==> src/rtl/ram_port_sequencer.sv <==
// Sequences a dual-port RAM: zero-fills every word after reset, then passes writes
// straight to port A and issues credit-limited reads on port B into an in-order response FIFO.
module ram_port_sequencer #(
  parameter int AW        = 6,
  parameter int DW        = 16,
  parameter int RSP_DEPTH = 4
) (
  input  logic          clk,
  input  logic          rst,
  input  logic          wr_valid,
  output logic          wr_ready,
  input  logic [AW-1:0] wr_addr,
  input  logic [DW-1:0] wr_data,
  input  logic          rd_valid,
  output logic          rd_ready,
  input  logic [AW-1:0] rd_addr,
  output logic          rsp_valid,
  input  logic          rsp_ready,
  output logic [DW-1:0] rsp_data,
  output logic          ram_ena,
  output logic          ram_wea,
  output logic [AW-1:0] ram_addra,
  output logic [DW-1:0] ram_dia,
  output logic          ram_enb,
  output logic [AW-1:0] ram_addrb,
  input  logic [DW-1:0] ram_dob
);

  localparam int PW = (RSP_DEPTH > 1) ? $clog2(RSP_DEPTH) : 1;
  localparam int CW = PW + 1;

  typedef enum logic {
    INIT = 1'b0,
    RUN  = 1'b1
  } state_t;

  state_t        state_q;
  state_t        state_d;
  logic [AW-1:0] init_cnt_q;
  logic          collision;
  logic          credit_ok;
  logic [CW:0]   credit_used;

  logic          vld_p1;
  logic [DW-1:0] fifo_mem [RSP_DEPTH];
  logic [PW-1:0] wr_ptr_q;
  logic [PW-1:0] rd_ptr_q;
  logic [CW-1:0] occ_q;
  logic          push;
  logic          pop;

  always_ff @(posedge clk) begin
    if (rst) begin
      state_q    <= INIT;
      init_cnt_q <= '0;
    end else begin
      state_q <= state_d;
      if (state_q == INIT) begin
        init_cnt_q <= init_cnt_q + 1'b1;
      end
    end
  end

  // Credit covers both buffered responses and the read still coming back from the RAM.
  assign collision   = wr_valid & rd_valid & (wr_addr == rd_addr);
  assign credit_used = {1'b0, occ_q} + {{CW{1'b0}}, vld_p1};
  assign credit_ok   = credit_used < (CW+1)'(RSP_DEPTH);

  always_comb begin
    state_d   = state_q;
    wr_ready  = 1'b0;
    rd_ready  = 1'b0;
    ram_ena   = 1'b0;
    ram_wea   = 1'b0;
    ram_addra = '0;
    ram_dia   = '0;
    unique case (state_q)
      INIT: begin
        ram_ena   = 1'b1;
        ram_wea   = 1'b1;
        ram_addra = init_cnt_q;
        if (init_cnt_q == {AW{1'b1}}) begin
          state_d = RUN;
        end
      end
      RUN: begin
        wr_ready  = 1'b1;
        rd_ready  = ~collision & credit_ok;
        ram_ena   = wr_valid;
        ram_wea   = wr_valid;
        ram_addra = wr_addr;
        ram_dia   = wr_data;
      end
    endcase
  end

  // p0: read handshake drives RAM port B
  assign ram_enb   = rd_valid & rd_ready;
  assign ram_addrb = rd_addr;

  always_ff @(posedge clk) begin
    if (rst) begin
      vld_p1 <= 1'b0;
    end else begin
      vld_p1 <= ram_enb;
    end
  end

  // p1: registered RAM data lands in the response FIFO
  assign push      = vld_p1;
  assign pop       = rsp_valid & rsp_ready;
  assign rsp_valid = (occ_q != '0);
  assign rsp_data  = fifo_mem[rd_ptr_q];

  always_ff @(posedge clk) begin
    if (rst) begin
      wr_ptr_q <= '0;
      rd_ptr_q <= '0;
      occ_q    <= '0;
    end else begin
      if (push) begin
        wr_ptr_q <= wr_ptr_q + 1'b1;
      end
      if (pop) begin
        rd_ptr_q <= rd_ptr_q + 1'b1;
      end
      unique case ({push, pop})
        2'b10:   occ_q <= occ_q + 1'b1;
        2'b01:   occ_q <= occ_q - 1'b1;
        default: occ_q <= occ_q;
      endcase
    end
  end

  always_ff @(posedge clk) begin
    if (push) begin
      fifo_mem[wr_ptr_q] <= ram_dob;
    end
  end

endmodule

==> config.mk <==
export PLATFORM = sky130hd
export DESIGN_NAME = ram_port_sequencer
export DESIGN_NICKNAME = d
export VERILOG_FILES = /design/src/rtl/ram_port_sequencer.sv
export SDC_FILE = /design/constraint.sdc
export NUM_CORES = 1
export LEC_CHECK = 0
export ABC_AREA = 1
export CAP_MARGIN = 20
export CORE_ASPECT_RATIO = 0.75
export CORE_UTILIZATION = 51
export CTS_BUF_LIST = sky130_fd_sc_hd__clkbuf_16
export CTS_CLUSTER_DIAMETER = 200
export DETAILED_ROUTE_END_ITERATION = 8
export GPL_TIMING_DRIVEN = 0
export HOLD_SLACK_MARGIN = 0.15
export PLACE_DENSITY = 0.92
export SYNTH_ARGS = -nofsm -noshare
export SYNTH_HDL_FRONTEND = slang
export SYNTH_SLANG_ARGS = --single-unit
==> constraint.sdc <==
create_clock -name clk -period 3.11 [get_ports clk]
set_clock_uncertainty 0.2 [all_clocks]
set_input_delay 0.7775 -clock clk [delete_from_list [all_inputs] [get_ports clk]]
set_output_delay 0.7775 -clock clk [all_outputs]
set_load 0.005 [all_outputs]
==> results.ini <==
[sta]
holdWs_ps=280
worst_pin_slew_ps=857
final.setup.tns_ps=0
finalCritPeriodShare_pct=99.9
setup_violations=0
slew_headroom_pct=42.8
fmax_mhz=322
hold_viol_final=0
slew_viol_final=0
post-route-min-period_ps=3110
rsz0062_at_grt=true

[clock_tree]
cts_sinks=81
post_cts_buffers=0
insertion_delay_ps=330
path_clk_slew_ps=60
cts_root_buf=clkbuf_16
cts_tree=done
h-tree-depth=3
cts-buffers-inserted=9
clock_path_buffers=2

[detailed_routing]
drtIter0Drc=324
antenna_left=0
finalWirelength_um=9810
first_pass_iters=8
route.detailed.drc=0
wire_per_inst_um=18.4
via_per_inst=5.68
vias=3033

[worst_hold_path]
hold_path.class=reg -> reg
min_delay_path_depth=2
hold_path_startpoint=rd_ptr_q[1]

[layout]
layout.cells.non_filler=534
fin_nets=504
multi_input_area_um2=978
n_antenna_cell=0
nFillCells=381
layout_commonest_cell=clkdlybuf4s50_1
seqCellArea_um2=2260
area_growth_pct=39.8
final_cell_mix=clkdlybuf4s50_1, edfxtp_1, o21ai_0
utilization_pct=76.1
layout-drive-gt1-share_pct=11.7

[synth]
synth_top_area_share_pct=54.3
ys_top_cells_by_area=edfxtp_1, dfxtp_1, o21ai_0
ys_seq_area_share_pct=63.9
syn_area_um2=3540
syn_avg_cell_area_um2=10.4
postSynthCellCount=339
syn-num-nets=395
synth_cell_type_count=29
ys_warn_count=0
synth-seq-cells=81
yosysTopAreaCell=edfxtp_1

[placed_design]
gp_congestion=0.802
port_buffers=98
post-place-cells=518
hpwlAfterDp_um=6560

[global_routing]
grt_pass1_vias=2992
overflow=0
grt_start_max_net_pins=17
antenna_found_initial=0
grt_pass1_wl_um=14800
track_usage_pct=27.6

[power]
ir_drop_v=0.000440
seq_power_share_pct=44.7
power.density_nw_per_um2=542
p_int_w=0.00207
swShare_pct=22.9
pwr-share-clk_pct=41.2
p_sw_w=0.000614
combPwrFrac_pct=14.2
leakagePower_nw=2.01
power.total_w=0.00268

[floorplanning]
core.rowCount=25
core_um2=6510
die_w_um=98.2
die_h_um=74.2
die_area_um2=7290
start_util_pct=54.4
io_pins=99

[setup_path]
startpoint=rd_addr[2]
crit_chain=clkdlybuf4s50_1 -> nand2_1 -> inv_1 -> nor2_1 -> nor2_2 -> nand3_1 -> nand3_2 -> inv_1 -> dlygate4sd2_1
path_common_cell=inv_1
max_stage_delay_ps=510
path_class=in -> out
arrival_ps=2130
worstPathMaxFanout=3
start_kind=input port
worst-r2r-cell-count=11
slowest_stage=clkdlybuf4s50_1
worst_setup_path_end_kind=primary output
r2r-end=occ_q[2]
required_ps=2130
r2r_start=occ_q[0]
rrSetupSlack_ps=880

[run_status]
status=complete, no violations

[run]
maxCapViolCount=0

-- through the flow --
stage / setup WS, ps / area, µm²
global placement: -147 / 4620
finish: 2.19 / 4950
CTS: -37.4 / 4940
global route: -49.1 / 4950
floorplan: 826 / 3540
detailed placement: -196 / 4620
-- worst max-delay path by stage --
stage / slack (ps) / to / cells after the start
final: 2 / ram_enb / 9
after global routing: -50 / ram_enb / 9
after CTS: -40 / ram_enb / 9
after detailed placement: -200 / ram_enb / 9
after global placement: -150 / ram_enb / 9
after floorplan: 830 / occ_q[2] / 9
-- registers in the layout, indices dropped and copies added, names as in the netlist, named ones only --
register and flops:
fifo_mem 64, init_cnt_q 6, wr_ptr_q 2, push 1, state_q 1, rd_ptr_q 2
occ_q 3
-- layout make-up --
cell class / count / area share (%)
multi-input cells: 191 / 19.8
plain buffers: 20 / 2.63
flip-flops and latches: 81 / 45.7
clock inverters: 7 / 1.74
repair buffers: 98 / 19.9
clock buffers: 9 / 4.55
well taps: 81 / 2.05
inverters: 47 / 3.71
-- cells by family (layout without fill, tap and decap cells) --
logic type               Yosys count  after routing  synth area share [%]
XOR/XNOR                           1              1                 0.247
buffers and inverters             67            181                  8.80
AO/OA/AOI/OAI                     79             79                  12.0
AND/OR/NAND/NOR                  104            104                  12.4
adder cells (fa/ha/maj)            7              7                  2.68
flip-flops                        81             81                  63.9
-- timing repair --
item,CTS,global route
setup endpoints to repair,4,4
hold buffers,0,0
gates resized for setup,4,6
cloned,0,0
pin swaps,2,2
-- worst max-delay path: cells and delay by family --
kind                   cells  cell delay [ps]
buffers and inverters      4              860
AND/OR/NAND/NOR            5              490
-- cell usage after synthesis --
cell / count
edfxtp_1: 64
nor2_1: 47
buf_2: 7
inv_6: 1
nand3_1: 8
nand3_2: 2
buf_4: 7
and2_4: 1
o22ai_1: 16
o21ai_2: 1
nand2_4: 1
a31oi_1: 1
dfxtp_1: 17
inv_2: 4
buf_6: 2
nand2_1: 41
clkbuf_1: 2
nor2_4: 1
or2_2: 1
inv_1: 41
inv_4: 1
a21oi_1: 12
fa_1: 1
a21oi_2: 1
o21ai_0: 48
xnor2_1: 1
clkbuf_2: 2
nand2_2: 2
ha_1: 6
-- routing by layer --
| metal | global-route usage [%] | vias up | wire length [µm] |
|---|---|---|---|
| met4 | 15.4 | 0 | 446 |
| met2 | 47.9 | 209 | 4830 |
| li1 | - | 1365 | - |
| met3 | 8.36 | 51 | 918 |
| met5 | 0 | - | 0 |
| met1 | 31.4 | 1408 | 3610 |
-- power groups by stage --
stage | Sequential (W) | Combinational [W] | Clock, W
final | 0.00120 | 0.000380 | 0.00110
after global placement | 0.00122 | 0.000347 | 0
after global routing | 0.00120 | 0.000404 | 0.00115
after CTS | 0.00120 | 0.000371 | 0.00110
after floorplan | 0.00122 | 0.000154 | 0
after detailed placement | 0.00122 | 0.000365 | 0
Note: power is estimated with default switching activity, not from simulation.
